**src/rtl/timer_device_pkg.sv**
```systemverilog
// Shared constants for the memory-mapped countdown timer.
// Holds register offsets, CTRL bit positions, MODE codes, FSM state
// encodings, the default window base and the byte-lane write merge helper.
package timer_device_pkg;

  localparam logic [31:0] DefaultBaseAddr = 32'h0000_7F00;

  // Word offsets within the 16-byte window (addr[3:2])
  localparam logic [1:0] OffCtrl   = 2'd0;
  localparam logic [1:0] OffPreset = 2'd1;
  localparam logic [1:0] OffCount  = 2'd2;

  // CTRL bit positions
  localparam int unsigned CtrlEnBit  = 0;
  localparam int unsigned CtrlModeLo = 1;
  localparam int unsigned CtrlModeHi = 2;
  localparam int unsigned CtrlImBit  = 3;

  // MODE codes; 2'b1x is treated as one-shot
  localparam logic [1:0] ModeOneShot = 2'b00;
  localparam logic [1:0] ModeReload  = 2'b01;

  typedef enum logic [1:0] {
    StIdle = 2'd0,
    StLoad = 2'd1,
    StCnt  = 2'd2,
    StInt  = 2'd3
  } tmr_state_e;

  // Replace each byte lane whose enable is set with the matching write byte.
  function automatic logic [31:0] merge_bytes(input logic [31:0] old_val,
                                              input logic [31:0] wr_val,
                                              input logic [3:0]  be);
    logic [31:0] res;
    res = old_val;
    for (int i = 0; i < 4; i++) begin
      if (be[i]) res[8*i +: 8] = wr_val[8*i +: 8];
    end
    return res;
  endfunction

endpackage

```
**src/rtl/timer_device.sv**
```systemverilog
// Memory-mapped countdown timer on the CPU data-memory bus.
// Counts down from PRESET and raises an interrupt in one-shot or
// auto-reload mode.
// Ports:
//   clk    - rising-edge clock
//   reset  - asynchronous active-high reset, clears all state
//   addr   - bus byte address; window selected by addr[31:4]
//   byteen - write byte enables, nonzero means a write
//   wdata  - write data
//   rdata  - combinational read data, 0 when not selected
//   irq    - interrupt request (pending & IM)
module timer_device
  import timer_device_pkg::*;
#(
  parameter logic [31:0] BASE_ADDR = DefaultBaseAddr
) (
  input  logic        clk,
  input  logic        reset,
  input  logic [31:0] addr,
  input  logic [3:0]  byteen,
  input  logic [31:0] wdata,
  output logic [31:0] rdata,
  output logic        irq
);

  logic [3:0]  ctrl_q, ctrl_d, ctrl_fsm, ctrl_bus;
  logic [31:0] preset_q, preset_d;
  logic [31:0] count_q, count_d;
  logic        pend_q, pend_d;
  tmr_state_e  state_q, state_d;

  logic       sel, wr_en, ctrl_wr, preset_wr;
  logic [1:0] off;
  logic       en, im;
  logic [1:0] mode;

  // Byte-offset bits are don't-care for word registers
  logic unused_addr;
  assign unused_addr = ^addr[1:0];

  assign sel       = (addr[31:4] == BASE_ADDR[31:4]);
  assign off       = addr[3:2];
  assign wr_en     = sel && (byteen != 4'b0000);
  assign ctrl_wr   = wr_en && (off == OffCtrl);
  assign preset_wr = wr_en && (off == OffPreset);

  assign en   = ctrl_q[CtrlEnBit];
  assign im   = ctrl_q[CtrlImBit];
  assign mode = ctrl_q[CtrlModeHi:CtrlModeLo];

  // Only lane 0 carries implemented CTRL bits
  assign ctrl_bus = byteen[0] ? wdata[3:0] : ctrl_q;

  always_comb begin
    state_d  = state_q;
    count_d  = count_q;
    pend_d   = pend_q;
    ctrl_fsm = ctrl_q;
    unique case (state_q)
      StIdle: begin
        if (en) state_d = StLoad;
      end
      StLoad: begin
        count_d = preset_q;
        state_d = StCnt;
      end
      StCnt: begin
        if (!en) begin
          state_d = StIdle;
        end else if (count_q == 32'd0) begin
          state_d = StInt;
          pend_d  = 1'b1;
        end else begin
          count_d = count_q - 32'd1;
        end
      end
      StInt: begin
        if (mode == ModeReload) begin
          pend_d  = 1'b0;
          state_d = StLoad;
        end else begin
          ctrl_fsm[CtrlEnBit] = 1'b0;
          state_d             = StIdle;
        end
      end
      default: state_d = StIdle;
    endcase

    // A bus write to CTRL overrides the FSM's EN clear and drops the pending flag
    ctrl_d = ctrl_wr ? ctrl_bus : ctrl_fsm;
    if (ctrl_wr) pend_d = 1'b0;

    preset_d = preset_wr ? merge_bytes(preset_q, wdata, byteen) : preset_q;
  end

  always_ff @(posedge clk or posedge reset) begin
    if (reset) begin
      state_q  <= StIdle;
      ctrl_q   <= 4'b0;
      preset_q <= 32'b0;
      count_q  <= 32'b0;
      pend_q   <= 1'b0;
    end else begin
      state_q  <= state_d;
      ctrl_q   <= ctrl_d;
      preset_q <= preset_d;
      count_q  <= count_d;
      pend_q   <= pend_d;
    end
  end

  always_comb begin
    rdata = 32'b0;
    if (sel) begin
      case (off)
        OffCtrl:   rdata = {28'b0, ctrl_q};
        OffPreset: rdata = preset_q;
        OffCount:  rdata = count_q;
        default:   rdata = 32'b0;
      endcase
    end
  end

  assign irq = pend_q & im;

endmodule

```
**config.mk**
```make
export PLATFORM = sky130hd
export DESIGN_NAME = timer_device
export DESIGN_NICKNAME = d
export VERILOG_FILES = /design/src/rtl/timer_device_pkg.sv /design/src/rtl/timer_device.sv
export SDC_FILE = /design/constraint.sdc
export NUM_CORES = 1
export LEC_CHECK = 0
export ABC_AREA = 1
export BUFFER_PORTS_ARGS = -buffer_cell sky130_fd_sc_hd__buf_2
export CAP_MARGIN = 20
export CORE_AREA = 2 2 104 106
export DETAILED_ROUTE_END_ITERATION = 8
export DIE_AREA = 0 0 106 108
export GPL_TIMING_DRIVEN = 0
export PLACE_DENSITY = 0.77
export SLEW_MARGIN = 20
export SYNTH_ARGS = -nofsm -noshare
export SYNTH_HDL_FRONTEND = slang
export SYNTH_SLANG_ARGS = --single-unit
```
**constraint.sdc**
```tcl
create_clock -name clk -period 2 [get_ports clk]
set_input_delay 0.2 -clock clk [delete_from_list [all_inputs] [get_ports clk]]
set_output_delay 0.2 -clock clk [all_outputs]
set_load 0.05 [all_outputs]
```
==> results of run 1 <==
cell type report:
class,instances,area [um2]
buffer,26,186
fill,981,4100
clock inverter,5,81.3
tap,136,170
clock buffer,10,138
sequential,71,1780
inverter,87,332
multi-input combinational,565,2860
timing repair buffer,108,593
synthesized netlist by cell type, types with 5 or more instances:
master / n / area, um2
nand4_1: 8 / 50.1
nor2_1: 80 / 300
o21ai_0: 11 / 55.1
o21ai_2: 52 / 455
buf_6: 9 / 101
inv_2: 8 / 30.0
inv_1: 79 / 297
nand3_1: 60 / 300
dfrtp_1: 71 / 1780
or2_2: 10 / 62.6
nand3_2: 5 / 50.1
nand2_1: 266 / 998
clkbuf_1: 12 / 45.0
a21oi_1: 30 / 150
nand2_2: 11 / 68.8
state kept, by name, indices dropped and copies added (netlist names):
signal / cells
pend_q: 1
preset_q: 32
count_q: 32
ctrl_q: 4
state_q: 2
path summary, 6_finish.rpt:
| check | startpoint | to | cells past startpoint |
|---|---|---|---|
| max | state_q[0] | count_q[13] | 7 |
| min reg2reg | ctrl_q[0] | ctrl_q[0] | 2 |
| max in group asynchronous | reset | state_q[1] | 4 |
| max reg2reg | state_q[0] | count_q[13] | 7 |
| min | wdata[2] | ctrl_q[2] | 3 |
| min in group asynchronous | reset | preset_q[31] | 3 |
per-layer routing:
| layer | up-vias | part of all wire (%) |
|---|---|---|
| li1 | 2603 | - |
| met1 | 2457 | 45 |
| met2 | 240 | 46 |
| met3 | 24 | 7.3 |
| met4 | 0 | 2.1 |
| met5 | - | 0 |
power by group:
| part | switching [mW] | internal [mW] |
|---|---|---|
| clock | 0.596 | 0.732 |
| combinational | 0.108 | 0.0702 |
| sequential | 0.0000000226 | 1.43 |
| total | 0.704 | 2.24 |
cell families (layout without fill, tap and decap cells):
group / count (synthesis) / after routing / share of synthesized area [%]
flops: 71 / 71 / 35.0
xor+xnor: 3 / 3 / 0.517
fa+ha+maj: 1 / 1 / 0.246
simple gates: 456 / 456 / 39.9
buf+inv: 113 / 236 / 9.78
compound gates: 105 / 105 / 14.6
worst max-delay path, cell delays in order (launching register included):
cell	delay [ns]
dfrtp_1	0.42
nor2_2	0.40
inv_2	0.09
buf_2	0.21
clkbuf_1	0.25
o21ai_0	0.32
nand2_1	0.09
nand2_1	0.08
stage by stage:
step,total power [mW],cell area (um2)
2_1_floorplan,1.54,5080
3_3_place_gp,1.63,5750
3_5_place_dp,1.64,5780
4_1_cts,2.95,6010
5_1_grt,3.03,6130
6_report,2.94,6130
repair_timing:
action	4_1_cts	5_1_grt
setup buffers	0	6
hold buffers	1	0
endpoints found under the setup margin	2	58
hold endpoints to repair	25	0
resized for setup	1	26
pin swaps	0	2
==> reports/summary.md, run 1 <==
The run finished with clean final reports. The initial antenna violation count came out at 0. After synthesis the netlist holds a flip-flop and latch count of 71.

Yosys printed 0 warnings. The area growth from synthesis to layout is 20.8%. The number of different library cells used by synthesis comes to 36. The worst-case vdd ir drop is 0.257 mV.

The worst setup path is launched from a flip-flop. Kind of critical path: reg2reg. The count of nets left with antenna violations after detail routing was 0. For this design, the sink count on the clock tree is 71. The number of antenna diodes in the final layout is 0. The run gives 2.21 ns as the data arrival at the endpoint of the critical path.

The run gives 437 as the first-iteration detailed-routing DRC count. The post-detailed-route DRC marker count was 0; the die width was 106 um. The worst setup path is captured at a flip-flop. In the synthesized netlist the dominant register cell turns out to be dfrtp_1.

The first detailed-routing pass took 5 iterations. A synthesized cell averages 6.78 um2. Buffers placed on the I/O ports in this run total 100.

The post-synthesis sequential area ratio was 35.0%. TritonCTS built the clock tree. The global routing usage summed across all routing layers was 27.1%; the setup slack after layout was 0.0834 ns. The number of endpoints with negative hold slack in the final report came out at 0. The number of global-route vias before repair came out at 5,053. The tools report the worst setup timing slack at the placement stage as -0.0226 ns. For the met3 usage, the log shows 3.25%.

Setup violations remaining at the end of the flow were counted as 0. The portion of the clock cycle consumed by the worst path in the final layout works out to 95.8%. Setup total negative slack on the finished layout was measured at 0 ns. Leaving out fill and tap cells, the most frequent cell in the layout is nand2_1.

The fraction of layout instances using a drive strength above 1 is 28.2%, and the max-slew violation count is 0. The clock skew is 0.00749 ns, and the post-CTS clock slew at the launch and capture registers of the worst setup and hold paths is 0.08 ns. Counting along the longest clock path gives a buffer depth of 2.

For the pin with the worst max-slew slack, the measured transition is 0.615 ns. The tools report the total grt overflow as 0. The critical path required time came out at 2.29 ns.

The final layout contains routed wiring with a total length of 14,800 um. Based on the critical path, the design can be clocked at up to 0.522 GHz. The worst path needs 1.92 ns of the cycle, external delays included. Counting flops with a built-in enable in the synthesized netlist gives 0. The path class of the tightest hold or removal check is in2reg. In the final routed layout, each cell accounts on average for 14.7 um. Leaving out fill and tap cells, the most frequent cells in the layout are 266 x nand2_1, 97 x buf_2, 79 x nor2_1, 77 x inv_1, 71 x dfrtp_1. In this run the worst path has a maximum fanout of 10. The run gives 986 as the cell total after placement. For the worst-skew pair, the clock arrives at the later sink with an insertion delay of 0.36 ns.

The number of standard cells in the layout, taps in and fillers out was 1,008; the number of nets in the layout was 939. The worst setup slack for register-to-register paths was 0.08 ns; the share of flip-flops with an asynchronous set or reset was 100%. The first global-routing pass estimated 24,400 um of wire. The tools report the initial core utilization as 49.7%. The floorplan has 37 rows. The die is 108 um tall. The clock tree root buffer cell is clkbuf_8. Across the run, the number of max-cap violations was 0.

The maximum number of pins on one net before global-route repair was 47. Power per unit of standard cell area: 479 nW/um2. The floorplan core area is 10,200 um2. The post-synthesis net count came out at 820.

For met2 alone, demand over resource in global routing was 43.6%. The full die area was 11,400 um2. The global routing stage identified its most utilized layer as met2. The logs give 103 for the I/O pin count and 3 for the number of H-tree branching levels. For the final HPWL from detailed placement, the log shows 11,200 um. The logs give 0.0625 ns for the smallest hold slack and 60.0% for the utilization after layout.

The leakage dissipation came out at 3.32 nW. The average vias per placed instance is 5.28, and the synthesized netlist cell count is 749. For the worst-case headroom to the max-slew limit, the log shows 59.0%.

The number of clock buffers added by TritonCTS is 9. The vias after detailed routing is 5,324, and the weighted congestion reported at the end of routability-driven placement is 0.969. For the met1 usage in global routing, the log shows 37.8%. In this run the cell area of the synthesized design comes to 5080 um2.
Power figures use the tool's default switching activity.
==> inputs of run 2 (changes only) <==
--- a/config.mk
+++ b/config.mk
@@ -8,11 +8,11 @@
 export ABC_AREA = 1
 export BUFFER_PORTS_ARGS = -buffer_cell sky130_fd_sc_hd__buf_2
 export CAP_MARGIN = 20
-export CORE_AREA = 2 2 104 106
+export CORE_AREA = 2 2 138 140
 export DETAILED_ROUTE_END_ITERATION = 8
-export DIE_AREA = 0 0 106 108
+export DIE_AREA = 0 0 140 142
 export GPL_TIMING_DRIVEN = 0
-export PLACE_DENSITY = 0.77
+export PLACE_DENSITY = 0.49
 export SLEW_MARGIN = 20
 export SYNTH_ARGS = -nofsm -noshare
 export SYNTH_HDL_FRONTEND = slang
==> run 2 against run 1 <==
Die area rose by 74%. Clock power rose by 35%. Clock skew increased by 0.0023 ns. Design area rose by 3.3%. Highest routed layer unchanged.
==> reports/summary.md, run 2 (synthesized netlist as in run 1, its figures left out) <==
Summed over all cells, the static leakage comes to 3.37 nW. Setup repair after global routing left no endpoint under its margin. Along the worst path, the maximum fanout reaches 4.

Input and output buffers added on the ports amount to 100. The maximum number of pins on one net before global-route repair is 43. The detailed router finished its first iteration with 342 violations.

Setup violations remaining at the end of the flow were counted as 0. The largest registers in the layout are count_q x32, preset_q x32, ctrl_q x4. For this block, the via count after detailed routing is 5,108.

Counting I/O delays and the setup requirement, the final critical path takes 1.91 ns. TritonCTS built the clock tree. Overall routed net length: 16,600 um. Kind of critical path: reg2reg. Dividing total power by cell area gives a power density of 539 nW/um2. The average vias per placed instance came out at 4.63. The number of endpoints with negative hold slack in the final report was 0; the iteration count of the initial detailed-routing pass was 5. The signed area change from the synthesized netlist to the final layout is 24.8%, and the clock skew is 0.00979 ns. Max-cap violations in this run came to 0. The library cells used most frequently in the layout, excluding fill and tap cells, are 266 x nand2_1, 94 x buf_2, 78 x inv_1, 77 x nor2_1, 71 x dfrtp_1. The cell count of the worst hold path is 3, and the final antenna diode count is 0. In the finished design, the share of the clock period the worst path needs comes to 95.3%. The maximum clock frequency came out at 0.525 GHz. The path class of the tightest hold or removal check is in2reg.

Post-detailed-route DRC marker count: 0. In this run the deepest clock path goes through 2 buffers. Once the floorplan was initialized, standard cells occupied 27.5% of the core. The region available for standard cell placement spans 18,500 um2. The run finished with clean final reports. The logs give 17.5% for the global routing usage summed across all routing layers and 0 for the total grt overflow.

Including well taps, the total number of placed cells is 1,084. The worst setup path is launched from a flip-flop. The die covers 19,900 um2.

The logs give 0.35 ns for the clock network latency to the later pin of the worst-skew pair and 0 for the max-slew violation count. The number of sinks handled by clock tree synthesis is 71. The worst-case headroom to the max-slew limit came out at 61.7%. The logs give 103 for the I/O pin count and 2.24 ns for the critical path required time. In this run the remaining antenna-violating nets after routing total 0. The slew at the pin closest to its max-slew limit is 0.575 ns, and the initial antenna violation count is 0. The floorplan has 50 rows. The number of nets in the layout came out at 936. Of the cells placed in the final design, the portion with a size suffix greater than 1 is 28.0%.

The die is 140 um wide. The weighted congestion reported at the end of routability-driven placement came out at 0.930. The tree is rooted in a clkbuf_16. Once detailed placement completed, the half-perimeter wirelength came to 12,800 um.

The first global-routing pass estimated 26,900 um of wire. Summing internal, switching and leakage power gives 3.42 mW. For the number of standard cells in the layout, taps in and fillers out, the log shows 1,104. Dividing the detail-routed wire length by the instance count gives 15.0 um.

The post-CTS clock slew at the launch and capture registers of the worst setup and hold paths was 0.06 ns. Leaving out fill and tap cells, the most frequent cell in the layout is nand2_1. The category of the worst setup path capture point was a flip-flop. The TritonCTS buffer count was 9; the number of global-route vias before repair was 4,902. Hold is met by 0.0772 ns.

The die extent in y is 142 um, and the number of cells traversed by the worst register-to-register path is 10. The H-tree was split into 3 levels. VDD sags by at most 0.386 mV. The data arrival at the endpoint of the critical path came out at 2.14 ns.
run 2: through the flow:
step / utilization [%] / TNS (ns) / setup WS (ns) / cell area [um2]
2_1_floorplan: - / 0 / 0.00343 / 5080
3_3_place_gp: 31.8 / -88.58 / -1.25 / 5870
3_5_place_dp: 32.0 / -0.209 / -0.0723 / 5900
4_1_cts: 33.9 / 0 / 0.0157 / 6260
5_1_grt: 34.3 / 0 / 0.000811 / 6340
6_report: 34.3 / 0 / 0.0946 / 6340
run 2: path summary, 6_finish.rpt:
path / slack, ns / to / startpoint
max reg2reg: 0.09 / count_q[29] / count_q[2]
min in group asynchronous: 0.41 / count_q[31] / reset
max: 0.09 / count_q[29] / count_q[2]
min: 0.08 / ctrl_q[2] / wdata[2]
max in group asynchronous: 1.02 / count_q[5] / reset
min reg2reg: 0.50 / preset_q[30] / preset_q[30]
run 2: critical path, cell delays in order, from the launching register on:
cell,delay (ns)
dfrtp_1,0.40
nor2_1,0.12
nand2_1,0.14
nor2_1,0.30
inv_1,0.13
nor2_1,0.33
nand2_1,0.09
nand2_1,0.07
nand3_1,0.08
nand3_2,0.09
nand2_1,0.04
run 2: layout make-up:
type / count / area [um2]
well taps: 234 / 293
repair buffers: 105 / 581
inverters: 87 / 329
clock inverters: 3 / 65.1
multi-input cells: 565 / 2850
fillers: 1999 / 12100
clock buffers: 13 / 260
plain buffers: 26 / 181
flip-flops and latches: 71 / 1780
run 2: routing by layer:
metal	wire length, um	GRT usage, %
met1	7860	23.8
met2	7630	28.0
met3	657	2.49
met4	429	7.23
met5	0	0
run 2: repair_timing:
action                                  4_1_cts  5_1_grt
hold buffers                                  1        0
gates cloned                                  0        0
endpoints found under the hold margin        29        0
pin swaps                                     1        1
endpoints found under the setup margin       11       64
buffers inserted                              1        2
resized for setup                             8       25
run 2: power breakdown:
| part | total [mW] | internal [mW] | switching, mW |
|---|---|---|---|
| combinational | 0.185 | 0.0708 | 0.114 |
| sequential | 1.44 | 1.44 | 0.0000000214 |
| clock | 1.80 | 1.16 | 0.637 |
| total | 3.42 | 2.67 | 0.752 |
